==> src/rtl/encoder_83_if.sv <==
// Request/code bundle for the registered 8-to-3 priority encoder.
// oErr is present only when ENCODER83_ONEHOT_CHECK_EN is defined.
interface encoder_83_if;
  logic       iEn;
  logic [7:0] iData;
  logic [2:0] oData;
  logic       oValid;
`ifdef ENCODER83_ONEHOT_CHECK_EN
  logic       oErr;

  modport master (
    output iEn,
    output iData,
    input  oData,
    input  oValid,
    input  oErr
  );

  modport slave (
    input  iEn,
    input  iData,
    output oData,
    output oValid,
    output oErr
  );
`else
  modport master (
    output iEn,
    output iData,
    input  oData,
    input  oValid
  );

  modport slave (
    input  iEn,
    input  iData,
    output oData,
    output oValid
  );
`endif
endinterface

==> src/rtl/encoder_83.sv <==
// Registered 8-to-3 priority encoder: highest set request bit wins, one cycle latency.
// Optional one-hot checker (oErr) enabled by defining ENCODER83_ONEHOT_CHECK_EN.
module encoder_83 (
  input logic         iClk,
  input logic         iRst,
  encoder_83_if.slave bus
);

  logic [2:0] codeD, codeQ;
  logic       validD, validQ;

  // Later (higher) bits overwrite earlier ones, giving bit 7 top priority.
  always_comb begin
    codeD = 3'd0;
    for (int i = 0; i < 8; i++) begin
      if (bus.iData[i]) begin
        codeD = 3'(i);
      end
    end
  end

  assign validD = |bus.iData;

  always_ff @(posedge iClk or posedge iRst) begin
    if (iRst) begin
      codeQ  <= 3'd0;
      validQ <= 1'b0;
    end else if (bus.iEn) begin
      codeQ  <= codeD;
      validQ <= validD;
    end
  end

  assign bus.oData  = codeQ;
  assign bus.oValid = validQ;

`ifdef ENCODER83_ONEHOT_CHECK_EN
  logic       errD, errQ;
  logic [3:0] onesCount;

  // Flags both the all-zero and the multi-bit cases.
  always_comb begin
    onesCount = 4'd0;
    for (int i = 0; i < 8; i++) begin
      onesCount = onesCount + {3'd0, bus.iData[i]};
    end
  end

  assign errD = (onesCount != 4'd1);

  always_ff @(posedge iClk or posedge iRst) begin
    if (iRst) begin
      errQ <= 1'b0;
    end else if (bus.iEn) begin
      errQ <= errD;
    end
  end

  assign bus.oErr = errQ;
`endif

endmodule

==> src/flat_wrapper.sv <==
// flat-port wrapper written by rule: the top's interface ports become plain ports
module encoder_83_flat 
  (iClk, iRst, bus_iEn, bus_iData, bus_oData, bus_oValid);
  encoder_83_if bus_i ();
  input logic iClk;
  input logic iRst;
  input wire logic [$bits(bus_i.iEn)-1:0] bus_iEn;
  input wire logic [$bits(bus_i.iData)-1:0] bus_iData;
  output wire logic [$bits(bus_i.oData)-1:0] bus_oData;
  output wire logic [$bits(bus_i.oValid)-1:0] bus_oValid;
  assign bus_i.iEn = bus_iEn;
  assign bus_i.iData = bus_iData;
  assign bus_oData = bus_i.oData;
  assign bus_oValid = bus_i.oValid;
  encoder_83 u_core (.iClk(iClk), .iRst(iRst), .bus(bus_i));
endmodule
==> config.mk <==
export PLATFORM = sky130hd
export DESIGN_NAME = encoder_83_flat
export DESIGN_NICKNAME = d
export VERILOG_FILES = /design/src/rtl/encoder_83_if.sv /design/src/rtl/encoder_83.sv /design/src/flat_wrapper.sv
export SDC_FILE = /design/constraint.sdc
export NUM_CORES = 1
export LEC_CHECK = 0
export CORE_AREA = 2 2 39 41
export DETAILED_ROUTE_END_ITERATION = 8
export DIE_AREA = 0 0 41 43
export PLACE_DENSITY_LB_ADDON = 0.2
export SYNTH_ARGS = -nofsm -noshare
export SYNTH_HDL_FRONTEND = slang
export SYNTH_SLANG_ARGS = --single-unit
==> constraint.sdc <==
create_clock -name iClk -period 0.8 [get_ports iClk]
set_input_delay 0.08 -clock iClk [delete_from_list [all_inputs] [get_ports iClk]]
set_output_delay 0.08 -clock iClk [all_outputs]
set_load 0.005 [all_outputs]
==> results.py, run 1 <==
metrics = {
    "outcome": {
        "status": "completed",
    },
    "worst_setup_path": {
        "crit_start": "u_core.bus.oData[0]",
        "path_depth": 1,
        "cpPeakStageDelay_ns": 0.36,
        "cp.required_ns": 0.72,
        "critPathSlowestCell": "dfrtp_1",
        "rrSetupSlack_ns": 0.05,
        "critical_path.top_delay_family": "flip-flops",
        "critPathCapture": "bus_oData[0]",
        "cp_max_fo": 2,
        "r2r_start": "u_core.bus.oData[0]",
        "cp.arrival_ns": 0.72,
        "reg2regPathDepth": 3,
        "crit_path_end_kind": "output port",
        "crit_chain": "buf_2",
        "r2r-end": "u_core.bus.oData[0]",
        "start_kind": "flop",
        "crit_type": "flop to output port",
        "path_buf_inv": 1,
    },
    "placed_design": {
        "place.gp.congestion": 0.683,
        "dpl_cell_area_um2": 400,
        "dp_hpwl_um": 465,
        "io_buffers": 14,
        "place_ws_ns": -0.451,
    },
    "yosys": {
        "yosys_warnings": 0,
        "synthCells": 24,
        "syn_area_per_cell_um2": 8.29,
        "synth_seq_cells": 4,
        "seq_area_frac_synth_pct": 50.3,
        "ys_types": 10,
        "syn_area_um2": 199,
        "syn_nets": 35,
    },
    "finish": {
        "utilization_pct": 30.1,
        "finalInstanceArea_um2": 417,
        "nets": 60,
        "num-fill-cells": 166,
        "mostFrequentLayoutCells": "7 x nor2_1, 7 x buf_4, 6 x dlygate4sd2_1",
        "antenna-diode-count": 0,
        "drive_gt1_share_pct": 34.0,
        "area_growth_pct": 109,
    },
    "power_and_ir_drop": {
        "p_int_uw": 456,
        "clockPowerShare_pct": 42.2,
        "seqPwrFrac_pct": 37.3,
        "p_leak_uw": 0.000191,
        "ir_drop_uv": 302,
        "power.switching_uw": 133,
        "switching_share_pct": 22.6,
        "comb_power_share_pct": 20.6,
        "power_density_nw_per_um2": 1410,
    },
    "drt": {
        "drc_errors": 0,
        "postRouteAntennaNets": 0,
        "vias_per_cell": 4.14,
        "wl_per_cell_um": 9.25,
        "drt_wl_total_um": 583,
        "vias": 261,
        "drt_iter0_drc": 4,
        "dr.pass1.iters": 4,
    },
    "floorplan": {
        "num_io_pins": 15,
        "die_y_um": 43,
        "chipWidth_um": 41,
        "row_count": 14,
        "die_area_um2": 1760,
        "start_util_pct": 14.4,
        "core-area_um2": 1380,
    },
    "sta": {
        "max_freq_mhz": 1250,
        "slew_headroom_pct": 80.3,
        "setup_viol": 0,
        "fin_crit_ns": 0.798,
        "report.final.slew_viol_count": 0,
        "hold_viol": 0,
        "fin_ws_ns": 0.00242,
        "fin_skew_ns": 0,
        "post-route-period-util_pct": 99.7,
        "worst_pin_slew_ns": 0.293,
        "rsz0062_at_grt": "yes",
        "whs_ns": 0.0396,
    },
    "global_route": {
        "grt_pass1_wl_um": 910,
        "track_usage_pct": 8.34,
        "grt_overflow": 0,
        "antenna_found_initial": 0,
        "grt_pass1_vias": 240,
        "grt_max_degree": 9,
    },
    "flow_run": {
        "maxCapViolations": 0,
    },
    "clock_network": {
        "cts_made_buffers": 3,
        "htree_levels": 1,
        "cts_tree": "done",
        "cts_sinks": 4,
        "cts_hold_buffers": 0,
        "path_clk_slew_ns": 0.04,
        "clock-root-buffer": "clkbuf_4",
        "insertion_delay_ns": 0.23,
        "cts_buffer_depth": 2,
    },
    "worst_hold_path": {
        "hp-class": "primary input to async pin",
    },
}
## stage by stage
stage | setup TNS (ns) | instances | power (uW)
floorplan | 0 | 24 | 254
global placement | -1.71 | 59 | 351
detailed placement | -1.94 | 59 | 354
finish | 0 | 63 | 589
CTS | -0.142 | 63 | 612
global route | -0.0999 | 63 | 632
## layer usage
layer | vias to the layer above | GRT usage, % | part of all wire, %
met5 | - | 0 | 0
met4 | 0 | 12.0 | 2.4
met3 | 2 | 2.09 | 11
met2 | 14 | 10.9 | 48
met1 | 114 | 8.39 | 39
li1 | 131 | - | -
## sequential cells by signal (all words and copies together) (netlist names)
signal and flops:
u_core.bus.oData 3, u_core.bus.oValid 1
## worst reg2reg max path: cells and delay by family (launching register included)
kind	cells	cell delay (ns)
AOI/OAI and AO/OA	1	0.05
buffers and inverters	1	0.13
DFF	1	0.36
and+or+nand+nor	1	0.08
## what timing repair did
item                       4_1_cts  5_1_grt
gates resized for setup         23        2
setup endpoints to repair        7        6
pin swaps                        2        1
buffers inserted                 3        0
## synthesized netlist by cell type
cell type	number	area share, %
a21oi_1	1	2.5
nor2_1	7	13
nor4_1	2	6.3
a31oi_1	3	9.4
dfrtp_1	4	50
a221o_1	1	5.0
o21ai_0	1	2.5
inv_1	3	5.7
nand2b_1	1	3.1
clkbuf_1	1	1.9
## logic make-up after synthesis
kind of cell	Yosys count	share of synthesized area [%]
AO/OA/AOI/OAI	6	19.5
buffers and inverters	4	7.54
flip-flops	4	50.3
AND/OR/NAND/NOR	10	22.6
## cell type report
class / instances / area [um2] / area share, %
tap: 16 / 20.0 / 4.80
timing repair buffer: 21 / 165 / 39.6
multi-input combinational: 16 / 97.6 / 23.4
sequential: 4 / 100 / 24.0
clock buffer: 3 / 22.5 / 5.41
inverter: 3 / 11.3 / 2.70
## worst min path at each step
| stage | slack [ns] | to | depth (start not counted) |
|---|---|---|---|
| after global placement | 0.28 | u_core.bus.oValid | 2 |
| after detailed placement | 0.29 | u_core.bus.oData[1] | 2 |
| after floorplan | -0.15 | u_core.bus.oData[0] | 1 |
| after global routing | 0.07 | u_core.bus.oData[2] | 2 |
| after CTS | 0.04 | u_core.bus.oData[2] | 2 |
| final | 0.04 | u_core.bus.oValid | 2 |
## power by group through the flow
stage / sequential, uW / combinational (uW) / clock, uW
3_3_place_gp: 222 / 129 / 0
4_1_cts: 219 / 125 / 267
5_1_grt: 220 / 133 / 278
6_report: 219 / 121 / 248
2_1_floorplan: 224 / 30.3 / 0
3_5_place_dp: 223 / 131 / 0
(Power assumes the default switching activity.)
==> inputs of run 2 (changes only) <==
--- a/config.mk
+++ b/config.mk
@@ -5,10 +5,11 @@
 export SDC_FILE = /design/constraint.sdc
 export NUM_CORES = 1
 export LEC_CHECK = 0
-export CORE_AREA = 2 2 39 41
+export CORE_AREA = 4 4 41 43
 export DETAILED_ROUTE_END_ITERATION = 8
-export DIE_AREA = 0 0 41 43
+export DIE_AREA = 0 0 45 47
 export PLACE_DENSITY_LB_ADDON = 0.2
 export SYNTH_ARGS = -nofsm -noshare
 export SYNTH_HDL_FRONTEND = slang
 export SYNTH_SLANG_ARGS = --single-unit
+export TNS_END_PERCENT = 20
==> run 2 against run 1 <==
  * Clock power is 5% lower
  * Sequential share of layout area increased by 0.98 points
  * Core utilization rose by 0.66 points
  * Via count shrank 2.7%
  * First-iteration DRC count rose to 3.5 times the previous value
  * Count of clock-buffer cells in the layout unchanged
  * Sequential cell count did not move
  * Critical path depth did not move
  * Largest power group unchanged
==> results.py, run 2 (synthesis results as in run 1) <==
metrics = {
    "sta": {
        "fin_tns_setup_ns": 0,
        "setup_viol": 0,
        "rsz0062_at_grt": "yes",
        "worst_pin_slew_ns": 0.269,
        "hold_viol": 0,
        "report.final.slew_viol_count": 0,
        "fin_skew_ns": 0,
        "fin_ws_ns": 0.00261,
        "post-route-period-util_pct": 99.7,
        "fin_crit_ns": 0.797,
        "slew_headroom_pct": 82.1,
        "max_freq_mhz": 1250,
    },
    "finish": {
        "area_growth_pct": 101,
        "largest_register_ffs": 3,
        "num-fill-cells": 150,
        "final_cells": 60,
        "nets": 58,
        "mostFrequentLayoutCells": "7 x nor2_1, 7 x dlygate4sd2_1, 5 x buf_4",
        "utilization_pct": 30.8,
        "finalInstanceArea_um2": 400,
        "antenna-diode-count": 0,
        "drive_gt1_share_pct": 31.1,
    },
    "drt": {
        "vias_per_cell": 4.23,
        "drt_iter0_drc": 14,
        "dr.pass1.iters": 4,
        "drt_wl_total_um": 609,
        "drc_errors": 0,
        "wl_per_cell_um": 10.2,
        "postRouteAntennaNets": 0,
        "vias": 254,
    },
    "worst_setup_path": {
        "critical_path.top_delay_family": "flip-flops",
        "crit_type": "flop to output port",
        "crit_chain": "buf_2",
        "cp.required_ns": 0.72,
        "critPathSlowestCell": "dfrtp_1",
        "cp_max_fo": 2,
        "path_buf_inv": 1,
        "start_kind": "flop",
        "cp.arrival_ns": 0.72,
        "cpPeakStageDelay_ns": 0.37,
        "crit_path_end_kind": "output port",
    },
    "placed_design": {
        "dpl_cell_area_um2": 377,
        "dp_hpwl_um": 504,
        "place_ws_ns": -0.438,
        "dp.cells": 55,
        "place.gp.congestion": 0.694,
        "io_buffers": 14,
    },
    "power_and_ir_drop": {
        "power_density_nw_per_um2": 1420,
        "p_leak_uw": 0.000185,
        "ir_drop_uv": 458,
    },
    "global_route": {
        "grt_overflow": 0,
        "track_usage_pct": 6.80,
        "grt_max_degree": 9,
        "grt_pass1_vias": 263,
        "antenna_found_initial": 0,
        "grt_pass1_wl_um": 986,
    },
    "floorplan": {
        "num_io_pins": 15,
        "chipWidth_um": 45,
        "row_count": 13,
        "start_util_pct": 15.3,
        "core-area_um2": 1300,
        "die_y_um": 47,
        "die_area_um2": 2120,
    },
    "clock_network": {
        "cts_made_buffers": 3,
        "cts_sinks": 4,
        "cts_buffer_depth": 2,
        "path_clk_slew_ns": 0.04,
        "insertion_delay_ns": 0.23,
        "cts_tree": "done",
        "htree_levels": 1,
        "clock-root-buffer": "clkbuf_4",
        "cts_hold_buffers": 0,
    },
    "outcome": {
        "status": "completed",
    },
    "flow_run": {
        "maxCapViolations": 0,
    },
    "worst_hold_path": {
        "hp-class": "primary input to async pin",
    },
}
## run 2: final timing paths
path | startpoint | to | slack (ns) | cells past startpoint
max in group asynchronous | iRst | u_core.bus.oValid | 0.60 | 2
setup / recovery | u_core.bus.oData[2] | bus_oData[2] | 0.003 | 1
hold / removal | iRst | u_core.bus.oData[0] | 0.04 | 2
hold reg to reg | u_core.bus.oData[2] | u_core.bus.oData[2] | 0.52 | 2
setup reg to reg | u_core.bus.oValid | u_core.bus.oValid | 0.06 | 3
min in group iClk | bus_iEn | u_core.bus.oData[2] | 0.24 | 2
## run 2: per-stage QoR
step	hold slack, ns	power [uW]
after floorplan	-0.154	254
after global placement	0.277	346
after detailed placement	0.287	349
after CTS	0.0512	584
after global routing	0.0767	616
final	0.0447	570
## run 2: what timing repair did
action | 4_1_cts | 5_1_grt
resized for setup | 25 | 1
pin swaps | 2 | 0
buffers inserted | 2 | 0
cloned | 0 | 0
endpoints found under the setup margin | 8 | 6
## run 2: per-layer routing
metal	share of wire, %	vias to the layer above	global-route usage [%]	routed length [um]
met2	49	11	11.9	299
met1	39	113	5.94	240
met3	11	0	4.60	68
met4	0	0	3.51	0
met5	0	-	0	0
li1	-	130	-	-
## run 2: cell type report
class                           instances  area (um2)  area share, %
Inverter                                3        11.3           2.81
Multi-Input combinational cell         16        96.3           24.1
Clock buffer                            3        22.5           5.62
Sequential cell                         4         100           25.0
Timing Repair Buffer                   19         151           37.8
Tap cell                               15        18.8           4.69
## run 2: where the power goes
part	internal, uW	switching [uW]
registers	215	4.82
clock network	167	69.3
logic	66.8	47.7
